[config.mk]
export PLATFORM = sky130hd
export DESIGN_NAME = fnw_write_ctrl
export DESIGN_NICKNAME = d
export VERILOG_FILES = /design/src/rtl/fnw_pkg.sv /design/src/rtl/fnw_popcount.sv /design/src/rtl/fnw_write_ctrl.sv
export SDC_FILE = /design/constraint.sdc
export NUM_CORES = 1
export LEC_CHECK = 0
export ABC_AREA = 1
export CAP_MARGIN = 40
export CORE_ASPECT_RATIO = 1.5
export CORE_MARGIN = 1
export CORE_UTILIZATION = 47
export CTS_BUF_LIST = sky130_fd_sc_hd__clkbuf_4
export CTS_CLUSTER_SIZE = 30
export DETAILED_ROUTE_END_ITERATION = 16
export HOLD_SLACK_MARGIN = 0.1
export PLACE_DENSITY_LB_ADDON = 0.2
export SYNTH_ARGS = -nofsm -noshare
export SYNTH_HDL_FRONTEND = slang
export SYNTH_SLANG_ARGS = --single-unit
[constraint.sdc]
create_clock -name clk -period 6.3 [get_ports clk]
set_clock_uncertainty 0.1 [all_clocks]
set_input_delay 1.26 -clock clk [delete_from_list [all_inputs] [get_ports clk]]
set_output_delay 1.26 -clock clk [all_outputs]
set_load 0.02 [all_outputs]
[src/rtl/fnw_pkg.sv]
// Shared definitions for the flip-N-write controller: FSM encoding and counter width.
package fnw_pkg;

  localparam int unsigned BitWritesW = 32;

  typedef logic [1:0] fnw_state_t;

  localparam fnw_state_t StIdle = 2'd0;
  localparam fnw_state_t StRd   = 2'd1;
  localparam fnw_state_t StCmp  = 2'd2;
  localparam fnw_state_t StWr   = 2'd3;

endpackage

[src/rtl/fnw_popcount.sv]
// Combinational population count of an N-bit word.
module fnw_popcount #(
  parameter int unsigned N = 16
) (
  input  logic [N-1:0]       data_i,
  output logic [$clog2(N):0] count_o
);

  // Ripple sum of set bits; N is small so a linear adder chain is acceptable.
  always_comb begin
    count_o = '0;
    for (int i = 0; i < N; i++) begin
      count_o = count_o + {{$clog2(N){1'b0}}, data_i[i]};
    end
  end

endmodule

[src/rtl/fnw_write_ctrl.sv]
// Flip-N-write memory controller: each write stores either the data or its complement,
// whichever flips fewer physical bits (flag bit included), and counts the bit changes.
module fnw_write_ctrl
  import fnw_pkg::*;
#(
  parameter int unsigned N     = 16,
  parameter int unsigned DEPTH = 8,
  localparam int unsigned AW   = $clog2(DEPTH)
) (
  input  logic                  clk,
  input  logic                  rst,
  input  logic                  req_valid,
  output logic                  req_ready,
  input  logic                  req_we,
  input  logic [AW-1:0]         req_addr,
  input  logic [N-1:0]          req_wdata,
  output logic                  rsp_valid,
  output logic [N-1:0]          rsp_rdata,
  output logic [BitWritesW-1:0] bit_writes
);

  localparam int unsigned PW = $clog2(N) + 1;
  localparam int unsigned CW = $clog2(N) + 2;

  fnw_state_t state_q, state_d;
  logic                  we_q, we_d;
  logic [AW-1:0]         addr_q, addr_d;
  logic [N-1:0]          wdata_q, wdata_d;
  logic                  choose_flip_q, choose_flip_d;
  logic [CW-1:0]         cost_min_q, cost_min_d;
  logic [BitWritesW-1:0] bw_q, bw_d;
  logic [N-1:0]          raw_q [DEPTH];
  logic [N-1:0]          raw_d [DEPTH];
  logic [DEPTH-1:0]      flip_q, flip_d;

  logic [N-1:0]        cur_raw;
  logic                cur_flip;
  logic [PW-1:0]       pc_plain, pc_flip;
  logic [CW-1:0]       cost_plain, cost_flip;
  logic                choose_flip;
  logic [BitWritesW:0] bw_sum;

  assign cur_raw  = raw_q[addr_q];
  assign cur_flip = flip_q[addr_q];

  fnw_popcount #(.N(N)) u_pc_plain (
    .data_i  (cur_raw ^ wdata_q),
    .count_o (pc_plain)
  );

  fnw_popcount #(.N(N)) u_pc_flip (
    .data_i  (cur_raw ^ ~wdata_q),
    .count_o (pc_flip)
  );

  // Cost of each encoding: data bits toggled plus one if the flag must change.
  always_comb begin
    cost_plain  = {1'b0, pc_plain} + {{(CW-1){1'b0}}, cur_flip};
    cost_flip   = {1'b0, pc_flip} + {{(CW-1){1'b0}}, ~cur_flip};
    choose_flip = cost_flip < cost_plain;
    bw_sum      = {1'b0, bw_q} + {{(BitWritesW+1-CW){1'b0}}, cost_min_q};
  end

  // Next-state, request capture, storage update and counter update.
  always_comb begin
    state_d       = state_q;
    we_d          = we_q;
    addr_d        = addr_q;
    wdata_d       = wdata_q;
    choose_flip_d = choose_flip_q;
    cost_min_d    = cost_min_q;
    bw_d          = bw_q;
    raw_d         = raw_q;
    flip_d        = flip_q;
    unique case (state_q)
      StIdle: begin
        if (req_valid) begin
          we_d    = req_we;
          addr_d  = req_addr;
          wdata_d = req_wdata;
          state_d = req_we ? StCmp : StRd;
        end
      end
      StRd: state_d = StIdle;
      StCmp: begin
        choose_flip_d = choose_flip;
        cost_min_d    = choose_flip ? cost_flip : cost_plain;
        state_d       = StWr;
      end
      StWr: begin
        raw_d[addr_q]  = choose_flip_q ? ~wdata_q : wdata_q;
        flip_d[addr_q] = choose_flip_q;
        bw_d           = bw_sum[BitWritesW] ? '1 : bw_sum[BitWritesW-1:0];
        state_d        = StIdle;
      end
      default: state_d = StIdle;
    endcase
  end

  // State registers; reset clears storage and abandons any in-flight request.
  always_ff @(posedge clk or posedge rst) begin
    if (rst) begin
      state_q       <= StIdle;
      we_q          <= 1'b0;
      addr_q        <= '0;
      wdata_q       <= '0;
      choose_flip_q <= 1'b0;
      cost_min_q    <= '0;
      bw_q          <= '0;
      flip_q        <= '0;
      for (int i = 0; i < DEPTH; i++) begin
        raw_q[i] <= '0;
      end
    end else begin
      state_q       <= state_d;
      we_q          <= we_d;
      addr_q        <= addr_d;
      wdata_q       <= wdata_d;
      choose_flip_q <= choose_flip_d;
      cost_min_q    <= cost_min_d;
      bw_q          <= bw_d;
      flip_q        <= flip_d;
      raw_q         <= raw_d;
    end
  end

  // Handshake and response outputs decoded from the current state.
  always_comb begin
    req_ready  = (state_q == StIdle);
    rsp_valid  = (state_q == StRd) || (state_q == StWr);
    rsp_rdata  = (state_q == StRd) ? (cur_raw ^ {N{cur_flip}}) : '0;
    bit_writes = bw_q;
  end

endmodule
* After elaboration in Yosys (flattened, before gate mapping) *
Cells that the tools add are included.

word-level totals
  bits in registers = 196
  logic and storage cells = 87

cells by class
  multiplexer cells = 18
  bitwise gates (word level) = 6
  reductions and logical operators = 6
  magnitude comparators = 5
  $add $sub $neg = 33
  equal/unequal tests = 4

operators by type and width
  kind                  count
  $add A5 B1 Y5         28
  $bwmux W128           1
  $mux W16              5
  $bmux W16 S3          1
  $demux W16 S3         1
  $xor A16 B16 Y16      3
  $add A32 B6 Y33       1
  $mux W32              1
  $not A16 Y16          1
  $add A5 B1 Y6         2
  $bwmux W8             1
  $lt A6 B6 Y1          1
  $mux W6               1
  $pmux W2 S3           1
  $add A1 B1 Y2         2
  $eq A2 B2 Y1 const B  2
  $ge A4 B4 Y1 const B  1
  $lt A3 B4 Y1 const B  1
  $lt A4 B1 Y1 const B  1
  $mux W2               2
  $not A3 Y4            1
  $bmux W1 S3           1
  $demux W1 S3          1
  $ge A3 B1 Y1 const B  1
  9 further kinds       11

* Longest topological paths before layout *
Gate-level depths: netlist of the first run.

  word-level depth = 23
  mapped depth = 33
  depth with buffers taken out = 32

* Modules after synthesis *
From an unflattened synthesis of the first run, not the netlist that was laid out.

second synthesis, totals
  cells, all modules = 1,513
  area total of the unflattened synthesis = 12,125.4 sq um

by module, submodules not included
  module                      cells an instance  area each (sq um)  instances
  fnw_write_ctrl              1,405              11,282.1           1
  fnw_popcount at u_pc_plain  56                 429.2              1
  fnw_popcount at u_pc_flip   52                 414.1              1

* Least setup slack after synthesis of the first run *
No wires, ideal clock.

  path type = register -> register
  start = register addr_q[2]
  end = register cost_min_q[3]
  period minus slack after synthesis = 6,365 ps
  stages on the path, launching flop included = 30
  data required time = 6,132 ps
  slack = -65 ps
  arrival = 6,196 ps
  cells stage by stage = dfrtp_1 > nand2_1 > clkinv_1 > buf_2 > o211ai_1 > nand2_1 > nor2_1 > xnor2_1 > inv_1 > ha_1 > fa_1 > fa_1 > fa_1 > inv_1 > fa_1 > fa_1 > fa_1 > or2_2 > nand2_1 > o21ai_0 > nand2_1 > inv_1 > ha_1 > a21oi_1 > o21a_1 > nand2_1 > inv_1 > nor2_1 > nand2_1 > nand3_1

between the ends
  longest elaborated chain between the ends = 23
  elaborated cells between the ends (all ways) = 43
  those cells by class = add/sub: 32; order compare: 1; mux: 6; bitwise: 4

ends and longest elaborated chain
  what                                          RTL line                                    source
  from (decl)                                   fnw_write_ctrl.sv:27                        logic [AW-1:0] addr_q, addr_d;
  from (signal assigned)                        fnw_write_ctrl.sv:117                       addr_q <= addr_d;
  $not A3 Y4 (not written as such)              fnw_write_ctrl.sv:43                        assign cur_raw = raw_q[addr_q];
  $bmux W16 S3                                  fnw_write_ctrl.sv:43
  $mux W16 (not written as such) (2 in series)  fnw_write_ctrl.sv:43
  $xor A16 B16 Y16 (on tied branches)           fnw_write_ctrl.sv:52, fnw_write_ctrl.sv:47
  $add A1 B1 Y2                                 fnw_popcount.sv:13                          count_o = count_o + {{$clog2(N){1'b0}}, data_i[i]};
  $add A5 B1 Y5 (14 in series)                  fnw_popcount.sv:13
  $add A5 B1 Y6 (on tied branches)              fnw_write_ctrl.sv:59, fnw_write_ctrl.sv:58
  $lt A6 B6 Y1                                  fnw_write_ctrl.sv:60                        choose_flip = cost_flip < cost_plain;
  $mux W6 (*)                                   fnw_write_ctrl.sv:87                        cost_min_d = choose_flip ? cost_flip : cost_plain;
  to (signal assigned)                          fnw_write_ctrl.sv:120                       cost_min_q <= cost_min_d;
  to (decl)                                     fnw_write_ctrl.sv:30                        logic [CW-1:0] cost_min_q, cost_min_d;

Mark *: on every way between the ends. The rest lies on a longest branch, timed or not. The select of a mux whose other input is x is not followed.
A chain may end at the register's enable or synchronous reset.

* Worst setup path in the final report of the first run *
  start = register addr_q[0]
  end = register cost_min_q[0]

Same word-level chain as after synthesis.

==> results of run 1 <==
-- how the worst min path moves through the flow --
stage / startpoint / cells after the start / slack (ns) / endpoint
3_3_place_gp: raw_q[49] / 1 / 0.39 / raw_q[49]
3_5_place_dp: raw_q[49] / 1 / 0.38 / raw_q[49]
6_report: raw_q[49] / 1 / 0.41 / raw_q[49]
5_1_grt: raw_q[49] / 1 / 0.45 / raw_q[49]
2_1_floorplan: cost_min_q[2] / 2 / 0.35 / cost_min_q[2]
4_1_cts: raw_q[49] / 1 / 0.42 / raw_q[49]
-- registers in the layout, indices dropped and copies added, names as in the netlist --
name,flops
wdata_q,16
cost_min_q,6
addr_q,3
raw_q,128
choose_flip_q,1
bit_writes,32
state_q,2
flip_q,8
-- per-layer routing --
| layer | global-route usage | part of all wire | up-vias |
|---|---|---|---|
| li1 | - | - | 4426 |
| met3 | 0.03750 | 0.035 | 66 |
| met1 | 0.3123 | 0.41 | 4574 |
| met5 | 0 | 0 | - |
| met4 | 0.1190 | 0.041 | 0 |
| met2 | 0.4691 | 0.51 | 229 |
-- cell families (layout without fill, tap and decap cells) --
kind of cell / count (synthesis) / after routing / synth area share
adders and majority gates: 46 / 46 / 0.06546
xor gates and xnor gates: 43 / 43 / 0.03362
AOI/OAI and AO/OA: 196 / 196 / 0.1041
other: 2 / 3 / 0.0006705
DFF: 196 / 196 / 0.4379
and+or+nand+nor: 523 / 523 / 0.1979
muxes: 73 / 73 / 0.07339
buffers and inverters: 233 / 352 / 0.08691
-- cell type report --
type / instances / area [µm²] / share of cell area
flip-flops and latches: 196 / 4910 / 0.3676
clock inverters: 13 / 241.5 / 0.01808
diodes: 1 / 2.502 / 0.0001873
well taps: 315 / 394.1 / 0.02951
repair buffers: 137 / 1366 / 0.1023
inverters: 183 / 694.4 / 0.05199
clock buffers: 19 / 142.6 / 0.01068
multi-input cells: 883 / 5607 / 0.4197
-- cells in the mapped netlist, drive strengths merged --
cell type / instances
a21oi: 31
a21boi: 1
nor3b: 5
xnor2: 7
dfrtp: 196
clkinv: 2
conb: 2
xor2: 36
o21bai: 1
inv: 181
or2: 5
nand3b: 7
a31oi: 4
nand2: 329
o21ai: 89
nand3: 66
nor2: 99
nor3: 4
fa: 21
mux2: 73
buf: 41
o211ai: 69
ha: 25
clkbuf: 9
o21a: 1
nand4: 8
-- per-stage QoR --
| stage | hold slack [ns] | TNS, ns | util | setup WS [ns] | cell area, µm² |
|---|---|---|---|---|---|
| 2_1_floorplan | 0.3531 | 0 | - | 0.009889 | 11210 |
| 3_3_place_gp | 0.3890 | -0.2451 | 0.5361 | -0.06061 | 12450 |
| 3_5_place_dp | 0.3838 | -0.8574 | 0.5382 | -0.1544 | 12500 |
| 4_1_cts | 0.4183 | 0 | 0.5609 | 0.002630 | 13030 |
| 5_1_grt | 0.4465 | -0.5924 | 0.5751 | -0.1066 | 13360 |
| 6_report | 0.4150 | 0 | 0.5751 | 0.1202 | 13360 |
-- repair_timing --
action	in CTS	in global routing
setup endpoints to repair	6	6
cloned	1	3
buffers inserted	5	5
gates resized for setup	19	54
pin swaps	16	56
==> metrics, run 1 <==
status complete, no violations; Worst Setup EP cost_min_q[0]; Root Buffer clkbuf_4; Worst-Margin Slew 0.8656 ns; 1st-iter DRT viols 607; Post-DP HPWL 21240 µm; Initial Util 0.4822; Yosys top cell by area dfrtp_1; Final ANT Viol Nets 0; Setup crit start addr_q[0]; port bufs 72; hold-fix buffers at CTS 0; first-pass GRT wire length 48730 µm; Reg clk slew, reported paths 0.17 ns; Final Max Slew Viols 0; CP max-delay cell fa_2; crit path kind reg2reg; die width 128.0 µm; CTS Buf Count 17; CP endpoint kind flop; Overflow after GRT 0; synthesized cell area 11200 µm²; fin nets 1487; syn avg cell area 8.537 µm²; Final Non-Filler Cells 1747; cell count after synthesis 1312; Ports 73; top cell type's share of synthesized area 0.4379; min Tclk post-route 6.180 ns; row count 68; largest net degree at the start of global routing 114; Synth Register Bits 196; Die H 191.1 µm; RSZ-0062 raised after global routing true; most frequent cells in the layout nand2_1 (319), dfrtp_1 (194), inv_1 (169), o21ai_0 (86), nor2_1 (73); Final period util 0.9809; worst min path class reg2reg; Register-to-Register Setup Slack 0.12 ns; gr usage total 0.2634; Clock Path Buffers 2; CTS tree done; core area 23230 µm²; reg2reg path depth 27; layout cells sized above 1 0.1761; Max Cap Viol 0; R2R Path End cost_min_q[0]; die area 24470 µm²; CP peak stage delay 0.55 ns; post-synth cell types 37; filler cell count 2067; H-tree depth 4; CP max FO 7; WP data arrival 6.67 ns; Area Growth Syn to Fin 19.26%; Synth Warn # 0; routed vias/inst 5.321; FMAX 0.1618 GHz; worst relative slew slack 0.4215; initial antenna violation count 1; vias 9295; wire per inst 17.54 µm; # placed instances 1701; WP buf/inv 6; global placement routability congestion 0.8793; first-pass iteration count of the detailed router 5; via count of the first global-routing pass 9166; worst-skew pair later-pin latency 0.65 ns; Final setup violation count 0; RR Startpoint addr_q[0]; commonest non-fill, non-tap cell in the layout nand2_1; Worst Path Required 6.79 ns; critical path depth 27; Final Hold Fails 0; Num Clock Sinks 196; Seq/Total Area, Yosys 0.4379; Startpoint Class flop; Mapped Nets 1381; Post-route DRC 0; Synth area leaders dfrtp_1 (44%), nand2_1 (11%), mux2_2 (7.2%); CP top delay family adder cells; Most Frequent Cell on Critical Path fa_1; WL final 30640 µm
Power of run 1 is not shown: default switching activity piles up to over one toggle a cycle in this logic, so the estimate is an artifact.
==> run 2: changes to the inputs <==
Settings changed: GPL_TIMING_DRIVEN set to 0.
==> run 2 against run 1 <==
  * The flow now finishes with violations (setup timing)
  * Cell area up 0.71%
  * Die area unchanged
  * Global-route usage up 1.1 points
  * Non-clock buffer count increased by 30
  * Critical path depth increased by 3
  * Count of clock-buffer cells in the layout decreased by 2
  * Fmax is 4.7% lower
  * Utilization up 0.41 points
  * Flip-flop and latch count did not move
  * Final cell count up 1.8%
==> metrics, run 2 (same netlist as run 1, synthesis figures left out) <==
Final setup violation count 6 (+6); Final ANT Viol Nets 0 (unchanged); Worst-Margin Slew 0.9035 ns (+0.03793 ns); Final Max Slew Viols 0 (unchanged); CP max FO 5 (-2); layout cells sized above 1 0.1793 (+0.003229); Final period util 1.030 (+0.04881); Post-Place Setup Slack -1.176 ns (-1.022 ns); die width 128.0 µm (unchanged); worst-skew pair later-pin latency 0.64 ns (about the same); Startpoint Class flop; Overflow after GRT 0 (unchanged); Ports 73 (unchanged); setup TNS -0.9300 ns (-0.9300 ns); reg2reg path depth 30 (+11%); global placement routability congestion 0.9596 (+9.1%); gr usage total 0.2749 (+0.01147); initial antenna violation count 1 (unchanged); Initial Util 0.4822 (unchanged); violated checks setup timing; FMAX 0.1541 GHz (-4.7%); Post-DP HPWL 23870 µm (+12%); wire per inst 17.97 µm (+2.4%); core area 23230 µm² (unchanged); filler cell count 2133 (+3.2%); final worst slack -0.1873 ns (-0.3075 ns); min Tclk post-route 6.487 ns (+0.3075 ns); most frequent cells in the layout nand2_1 (315), dfrtp_1 (193), inv_1 (168), o21ai_0 (86), nor2_1 (78); H-tree depth 4 (unchanged); commonest non-fill, non-tap cell in the layout nand2_1; Post-route DRC 0 (unchanged); Layout Utilization 0.5792 (+0.004094); status complete, but fails checks; vias 9415 (+1.3%); # placed instances 1705 (+0.24%); row count 68 (unchanged); via count of the first global-routing pass 9317 (+1.6%); WP buf/inv 9 (+3); Most Frequent Cell on Critical Path fa_1; CP peak stage delay 0.53 ns (-0.02 ns); CTS Buf Count 17 (unchanged); worst min path class reg2reg; CP max-delay cell fa_2; Reg clk slew, reported paths 0.17 ns (about the same); RSZ-0062 raised after global routing true; Final Non-Filler Cells 1778 (+1.8%); crit path kind reg2reg; CP endpoint kind flop; Area Growth Syn to Fin 20.11%; Worst Path Required 6.79 ns (about the same); fin nets 1517 (+2.0%); worst relative slew slack 0.3956 (-0.02593); first-pass GRT wire length 50010 µm (+2.6%); WP data arrival 6.98 ns (+0.31 ns); hold-fix buffers at CTS 0 (unchanged); Largest register FFs 128 (unchanged); WL final 31950 µm (+4.3%); critical path depth 30 (+11%); Final Hold Fails 0 (unchanged); Biggest register raw_q; Root Buffer clkbuf_4; die area 24470 µm² (unchanged); Die H 191.1 µm (unchanged); Max Cap Viol 0 (unchanged); largest net degree at the start of global routing 37 (-68%); worst hold stages 1 (unchanged); port bufs 72 (unchanged); CP top delay family adder cells; first-pass iteration count of the detailed router 5 (unchanged); 1st-iter DRT viols 532 (-12%); CTS tree done; routed vias/inst 5.295 (-0.48%); Num Clock Sinks 196 (unchanged); Clock Path Buffers 2 (unchanged)
-- run 2: cell count changes in the layout (fill, tap and decap cells not counted), moves of 6 or more --
cell	change
buf_4	-13
buf_6	+13
buf_2	+12
clkbuf_1	+8
buf_12	+7
bufinv_16	-6
-- run 2: worst paths after layout --
path                            from            end  slack, ns
hold / removal             raw_q[49]      raw_q[49]       0.41
min in group asynchronous        rst      raw_q[37]       0.85
hold reg to reg            raw_q[49]      raw_q[49]       0.41
setup / recovery           addr_q[0]  cost_min_q[2]      -0.19
max in group asynchronous        rst      raw_q[27]       4.04
setup reg to reg           addr_q[0]  cost_min_q[2]      -0.19
-- run 2: layout make-up --
cell class	instances	area [µm²]	area share
tap	315	394.1	0.02930
buffer	49	446.7	0.03320
timing repair buffer	118	1196	0.08891
antenna	2	5.005	0.0003720
clock buffer	17	127.6	0.009487
inverter	183	695.7	0.05171
multi-input combinational	883	5573	0.4142
clock inverter	15	106.4	0.007906
sequential	196	4908	0.3649
-- run 2: per-stage QoR --
stage          area (µm²)  hold slack (ns)
6_report            13450           0.4130
5_1_grt             13450           0.4399
4_1_cts             13340           0.4146
3_5_place_dp        12450           0.3777
3_3_place_gp        12330           0.3697
2_1_floorplan       11210           0.3531
-- run 2: repair_timing --
action | 4_1_cts | 5_1_grt
endpoints found under the setup margin | 6 | 6
gates resized for setup | 105 | 14
cloned | 1 | 0
buffers inserted | 32 | 7
pin swaps | 48 | 11
-- run 2: layer usage --
| layer | share of wire | routed length (µm) | global-route usage | up-vias |
|---|---|---|---|---|
| met3 | 0.035 | 1133 | 0.03890 | 78 |
| li1 | - | - | - | 4497 |
| met2 | 0.53 | 16980 | 0.5048 | 217 |
| met5 | 0 | 0 | 0 | - |
| met4 | 0.053 | 1685 | 0.1579 | 0 |
| met1 | 0.38 | 12140 | 0.2991 | 4623 |
-- run 2: worst register-to-register path, delay by kind of cell (launching register included) --
kind | cells | cell delay, ns
adders and majority gates | 9 | 3.48
buffers and inverters | 9 | 0.89
and+or+nand+nor | 8 | 0.78
AOI/OAI and AO/OA | 2 | 0.32
xor gates and xnor gates | 2 | 0.35
DFF | 1 | 0.52
Power of run 2 is left out for the same reason.
